### src/rtl/glb_pkg.sv
// Shared widths, write-request payload and SRAM arbitration opcodes for the GLB responder.
package glb_pkg;

  localparam int unsigned GLB_ADDR_W = 14;
  localparam int unsigned GLB_DATA_W = 32;

  // Longest run of back-to-back read cycles the engine may issue.
  localparam int unsigned RD_RUN_MAX = 64;

  typedef struct packed {
    logic [GLB_ADDR_W-1:0] addr;
    logic [GLB_DATA_W-1:0] data;
  } glb_wreq_t;

  typedef enum logic [1:0] {
    OP_IDLE    = 2'd0,
    OP_READ    = 2'd1,
    OP_WDRAIN  = 2'd2,
    OP_WDIRECT = 2'd3
  } sram_op_e;

endpackage

### src/rtl/glb_wbuf.sv
// One-entry write buffer: parks a write that lost arbitration to a read and
// exposes an address compare so later reads can be forwarded from it.
module glb_wbuf
  import glb_pkg::*;
#(
  parameter int unsigned ADDR_WIDTH = GLB_ADDR_W,
  parameter int unsigned DATA_WIDTH = GLB_DATA_W
) (
  input  logic                  clk,
  input  logic                  rst,
  input  logic                  capture,
  input  logic [ADDR_WIDTH-1:0] cap_addr,
  input  logic [DATA_WIDTH-1:0] cap_data,
  input  logic                  drain,
  input  logic [ADDR_WIDTH-1:0] cmp_addr,
  output logic                  vld,
  output logic [ADDR_WIDTH-1:0] addr,
  output logic [DATA_WIDTH-1:0] data,
  output logic                  hit_c
);

  // Valid bit: a capture wins over a drain in the same cycle (drain-and-refill).
  always_ff @(posedge clk) begin
    if (rst) begin
      vld <= 1'b0;
    end else if (capture) begin
      vld <= 1'b1;
    end else if (drain) begin
      vld <= 1'b0;
    end
  end

  // Payload registers load on capture only.
  always_ff @(posedge clk) begin
    if (rst) begin
      addr <= '0;
      data <= '0;
    end else if (capture) begin
      addr <= cap_addr;
      data <= cap_data;
    end
  end

  // Address compare for the read-forward path.
  always_comb begin
    hit_c = vld && (addr == cmp_addr);
  end

endmodule

### src/rtl/glb_sram_responder.sv
// GLB-side responder: arbitrates engine reads and writes onto one single-port
// SRAM with 1-cycle read latency. Reads win; colliding writes are parked in a
// one-entry buffer, drained on the next free cycle and forwarded to reads.
module glb_sram_responder
  import glb_pkg::*;
#(
  parameter int unsigned ADDR_WIDTH = GLB_ADDR_W,
  parameter int unsigned DATA_WIDTH = GLB_DATA_W
) (
  input  logic                  clk,
  input  logic                  rst,
  input  logic                  glb_read_ready,
  input  logic [ADDR_WIDTH-1:0] glb_read_addr,
  output logic                  glb_read_valid,
  output logic [DATA_WIDTH-1:0] glb_read_data,
  input  logic                  glb_write_ready,
  input  logic                  WEB,
  input  logic [ADDR_WIDTH-1:0] glb_write_addr,
  input  logic [DATA_WIDTH-1:0] glb_write_data,
  output logic                  glb_write_valid,
  input  logic                  flush,
  output logic                  wbuf_empty,
  output logic                  sram_ceb,
  output logic                  sram_web,
  output logic [ADDR_WIDTH-1:0] sram_addr,
  output logic [DATA_WIDTH-1:0] sram_din,
  input  logic [DATA_WIDTH-1:0] sram_dout
);

  localparam int unsigned RUN_W = 7;

  logic                  rd_req_c;
  logic                  wr_req_c;
  logic                  capture_c;
  logic                  drain_c;
  sram_op_e              op_c;

  logic                  wbuf_vld;
  logic [ADDR_WIDTH-1:0] wbuf_addr;
  logic [DATA_WIDTH-1:0] wbuf_data;
  logic                  wbuf_hit_c;

  logic                  rd_pend;
  logic                  fwd_hit;
  logic [DATA_WIDTH-1:0] fwd_data;
  logic [RUN_W-1:0]      rd_run;

  glb_wbuf #(
    .ADDR_WIDTH (ADDR_WIDTH),
    .DATA_WIDTH (DATA_WIDTH)
  ) u_wbuf (
    .clk      (clk),
    .rst      (rst),
    .capture  (capture_c),
    .cap_addr (glb_write_addr),
    .cap_data (glb_write_data),
    .drain    (drain_c),
    .cmp_addr (glb_read_addr),
    .vld      (wbuf_vld),
    .addr     (wbuf_addr),
    .data     (wbuf_data),
    .hit_c    (wbuf_hit_c)
  );

  // Request decode and per-cycle priority arbitration: read, drain, direct write.
  // A request still held during its ack cycle is the same write and is ignored.
  always_comb begin
    rd_req_c  = glb_read_ready;
    wr_req_c  = glb_write_ready && !WEB && !glb_write_valid;
    op_c      = OP_IDLE;
    if (!rst) begin
      if (rd_req_c) begin
        op_c = OP_READ;
      end else if (wbuf_vld) begin
        op_c = OP_WDRAIN;
      end else if (wr_req_c) begin
        op_c = OP_WDIRECT;
      end
    end
    drain_c   = (op_c == OP_WDRAIN);
    capture_c = !rst && wr_req_c && ((rd_req_c && !wbuf_vld) || drain_c);
  end

  // SRAM port drive for the chosen op; idle pattern otherwise.
  always_comb begin
    sram_ceb  = 1'b1;
    sram_web  = 1'b1;
    sram_addr = '0;
    sram_din  = '0;
    unique case (op_c)
      OP_READ: begin
        sram_ceb  = 1'b0;
        sram_addr = glb_read_addr;
      end
      OP_WDRAIN: begin
        sram_ceb  = 1'b0;
        sram_web  = 1'b0;
        sram_addr = wbuf_addr;
        sram_din  = wbuf_data;
      end
      OP_WDIRECT: begin
        sram_ceb  = 1'b0;
        sram_web  = 1'b0;
        sram_addr = glb_write_addr;
        sram_din  = glb_write_data;
      end
      default: begin
      end
    endcase
  end

  // Response pipeline: read pending/forward state and the write ack pulse.
  always_ff @(posedge clk) begin
    if (rst) begin
      rd_pend         <= 1'b0;
      fwd_hit         <= 1'b0;
      fwd_data        <= '0;
      glb_write_valid <= 1'b0;
    end else begin
      rd_pend         <= rd_req_c;
      fwd_hit         <= rd_req_c && wbuf_hit_c;
      fwd_data        <= wbuf_data;
      glb_write_valid <= capture_c || (op_c == OP_WDIRECT);
    end
  end

  // Consecutive read-cycle counter, saturating, for the engine protocol check.
  always_ff @(posedge clk) begin
    if (rst) begin
      rd_run <= '0;
    end else if (rd_req_c) begin
      if (rd_run != {RUN_W{1'b1}}) begin
        rd_run <= rd_run + RUN_W'(1);
      end
    end else begin
      rd_run <= '0;
    end
  end

  // Engine protocol and drain-ordering checks.
  always_ff @(posedge clk) begin
    if (!rst && rd_req_c) begin
      assert (rd_run < RUN_W'(RD_RUN_MAX));
    end
    if (!rst && flush && wbuf_vld) begin
      assert (op_c != OP_WDIRECT);
    end
  end

  assign glb_read_valid = rd_pend;
  assign wbuf_empty     = !wbuf_vld;

  // Read data: forward from the buffer snapshot, else the SRAM output; zero when idle.
  always_comb begin
    glb_read_data = '0;
    if (rd_pend) begin
      glb_read_data = fwd_hit ? fwd_data : sram_dout;
    end
  end

endmodule
### config.mk
export PLATFORM = sky130hd
export DESIGN_NAME = glb_sram_responder
export DESIGN_NICKNAME = d
export VERILOG_FILES = /design/src/rtl/glb_pkg.sv /design/src/rtl/glb_wbuf.sv /design/src/rtl/glb_sram_responder.sv
export SDC_FILE = /design/constraint.sdc
export NUM_CORES = 1
export LEC_CHECK = 0
export CORE_UTILIZATION = 37
export CTS_CLUSTER_SIZE = 12
export DETAILED_ROUTE_END_ITERATION = 16
export GPL_TIMING_DRIVEN = 0
export PLACE_DENSITY = 0.73
export SETUP_SLACK_MARGIN = 0.4
export SYNTH_ARGS = -nofsm -noshare
export SYNTH_HDL_FRONTEND = slang
export SYNTH_SLANG_ARGS = --single-unit
### constraint.sdc
create_clock -name clk -period 1.8 [get_ports clk]
set_clock_uncertainty 0.05 [all_clocks]
set_input_delay 0.36 -clock clk [delete_from_list [all_inputs] [get_ports clk]]
set_output_delay 0.36 -clock clk [all_outputs]
set_load 0.005 [all_outputs]
==> summary.md <==
| Metric | Value |
|---|---|
| Max-Slew Margin vs Limit | 0.577 |
| Outcome | finished, violations left |
| Antenna Diode Count | 0 |
| Crit Path Category | reg2out |
| Failing checks | negative setup slack |
| Reg-to-reg slack, setup | -0.36 ns |
| Mapped Cells | 381 |
| Starting Density | 0.388 |
| EDFF count, synth | 0 |
| Post-synth top flop | dfxtp_1 |
| DR pass1 iterations | 8 |
| Max cap viols | 0 |
| Core ar. | 0.00991 mm^2 |
| Share of layout cells above drive strength 1 | 0.428 |
| Vias per inst | 5.02 |
| Post-synthesis sequential area ratio | 0.427 |
| WL final | 13600 um |
| CP Capture Type | primary output |
| Full die area | ~0.011 mm^2 |
| Port bufs | 177 |
| Initial antenna violation count | 0 |
| Clock root buffer | clkbuf_8 |
| Top cells by area, synth | dfxtp_1, nor2b_1, mux2i_1 |
| DR WL/cell | 17.4 um |
| # setup viols final | 123 |
| Switching Power | 987 uW |
| Synth top area share | 0.427 |
| Placer Congestion | 0.801 |
| First-pass GRT wire length | ~21000 um |
| Area leader, netlist | dfxtp_1 |
| Antenna Nets Post-Route | 0 |
| Via count | 3926 |
| Num ports | 181 |
| Combinational share of power | 0.180 |
| CTS Buffer Depth | 2 |
| Final TNS setup | -37.20 ns |
| CTS tree | yes |
| Synthesized Nets | 479 |
| Die X | 104 um |
| Seq pwr share | 0.476 |
| Unique masters post-synth | 28 |
| Worst-Skew Late Latency | about 0.34 ns |
| Hold buffers post-CTS | 0 |
| Final worst slack | -0.470 ns |
| TritonCTS Buffers | 9 |
| Startpoint Class | flip-flop |
| Arr. time, crit path | 1.86 ns |
| Vias in the first global route | 4120 |
| Flops & latches, synth | 82 |
| Required @ worst endpoint | about 1.4 ns |
| Pwr Density | 563 mW/mm^2 |
| Die Y | just over 100 um |
| Row count | 36 |
| Clock power frac | 0.344 |
| Cell Area, Synth | 0.00384 mm^2 |
| Total GRT Usage | 0.240 |
| Final Core Density | 0.713 |
| Hold Vio Cnt, Final | 0 |
| Total clock sinks | 82 |
| Most frequent cells after synthesis | dfxtp_1, nor2b_1, mux2i_1 |
| Hold Crit Class | in2reg |
| Clock slew at reported path FFs | 0.09 ns |
| Synthesized area per cell | 10.1 um^2 |
| Fmax | about 0.44 GHz |
| DR iter-0 viols | 188 |
| Final worst path period need | 2.27 ns |
| Leak | about 0.0032 uW |
| Final critical-path share of the clock period | 1.26 |
| Switching share of power | 0.248 |
| GRT Residual Overflow | 0 |
| RSZ-0062 raised after global routing | true |
| Slew Viols, Final | 0 |
| # DRC | 0 |
| Crit Path Max Fanout | 7 |
| Fill count | 761 |
| Count leader, synth | dfxtp_1 |
| Detailed placement HPWL | approximately 8300 um |
| Hold WS | 0.187 ns |
| Layout Nets | 742 |
| Largest net degree at the start of global routing | 15 |
| Worst-margin pin slew | ~0.63 ns |
| Power Internal | 2990 uW |
| Synth-to-layout area growth | 83.9% |
| YS warnings | 0 |
| Synth async-reset ratio | 0 |
| Max VDD drop | 382 uV |
| CTS H-tree lvls | 3 |
## layout make-up
cell class | count | area, um^2 | share of cell area
sequential | 82 | 1660 | 0.235
tap | 133 | 166 | 0.0235
multi-input combinational | 251 | 2220 | 0.314
timing repair buffer | 252 | 2330 | 0.330
buffer | 32 | 423 | 0.0598
inverter | 16 | 62.6 | 0.00885
clock buffer | 11 | 141 | 0.0200
clock inverter | 5 | 62.6 | 0.00885
## kinds of logic (layout without fill, tap and decap cells)
kind of cell	after synthesis	in the layout	share of synthesized area
xor gates and xnor gates	15	15	0.0342
and+or+nand+nor	109	109	0.161
muxes	64	64	0.192
AOI/OAI and AO/OA	63	63	0.132
DFF	82	82	0.427
buffers and inverters	48	316	0.0544
## sequential cells by signal, indices dropped and copies added, names as in the netlist
register and cells:
fwd_data 32, glb_write_valid 1, fwd_hit 1, u_wbuf.data 32, u_wbuf.vld 1, u_wbuf.addr 14
glb_read_valid 1
## routing by layer
layer  track usage  share of wire
met4        0.0633          0.013
met2         0.440           0.51
met5             0              0
met3        0.0508          0.069
met1         0.282           0.40
## worst max-delay path, cell delays in order (launching register included)
cell	delay (ns)
dfxtp_4	0.36
nor3b_4	0.21
and3_4	0.23
buf_12	0.14
clkbuf_16	0.14
buf_8	0.11
buf_6	0.09
a22o_1	0.13
buf_2	0.11
## power by group through the flow
stage	logic, uW	clock network, uW	registers, uW
global route	764	1490	1900
finish	717	1370	1900
floorplan	244	0	1930
global placement	635	0	1930
detailed placement	645	0	1940
CTS	675	1380	1900
## what timing repair did
action	in CTS	in global routing
setup endpoints to repair	131	130
gates resized for setup	451	62
pin swaps	53	32
buffers inserted	53	12
cloned	9	1
## through the flow
stage / cell area (um^2) / worst slack (ns) / instances / total power, uW
floorplan: 3910 / -0.0417 / 381 / 2170
global placement: 5850 / -0.999 / 691 / 2570
detailed placement: 5850 / -1.02 / 691 / 2580
CTS: 6750 / -0.502 / 769 / 3960
global route: 7070 / -0.552 / 782 / 4150
finish: 7070 / -0.470 / 782 / 3980
## layout by cell type, fill, tap and decap left out, drive strengths merged, types with 10 or more instances in the layout
cell type        n
buf            166
clkdlybuf4s50   88
dfxtp           82
nor2b           65
clkbuf          35
mux2i           32
mux2            32
a22o            31
nand2           30
inv             17
a21oi           15
a222oi          14
xnor2           10
## worst paths after layout
path                                       from               to  cells past startpoint
worst min register to register  u_wbuf.data[14]     fwd_data[14]                      1
worst max-delay path            glb_write_valid     sram_din[13]                      8
worst max register to register  glb_write_valid  u_wbuf.data[23]                      7
worst min-delay path             glb_read_ready  glb_write_valid                      2
No activity file was read; power rests on OpenSTA's default activity.
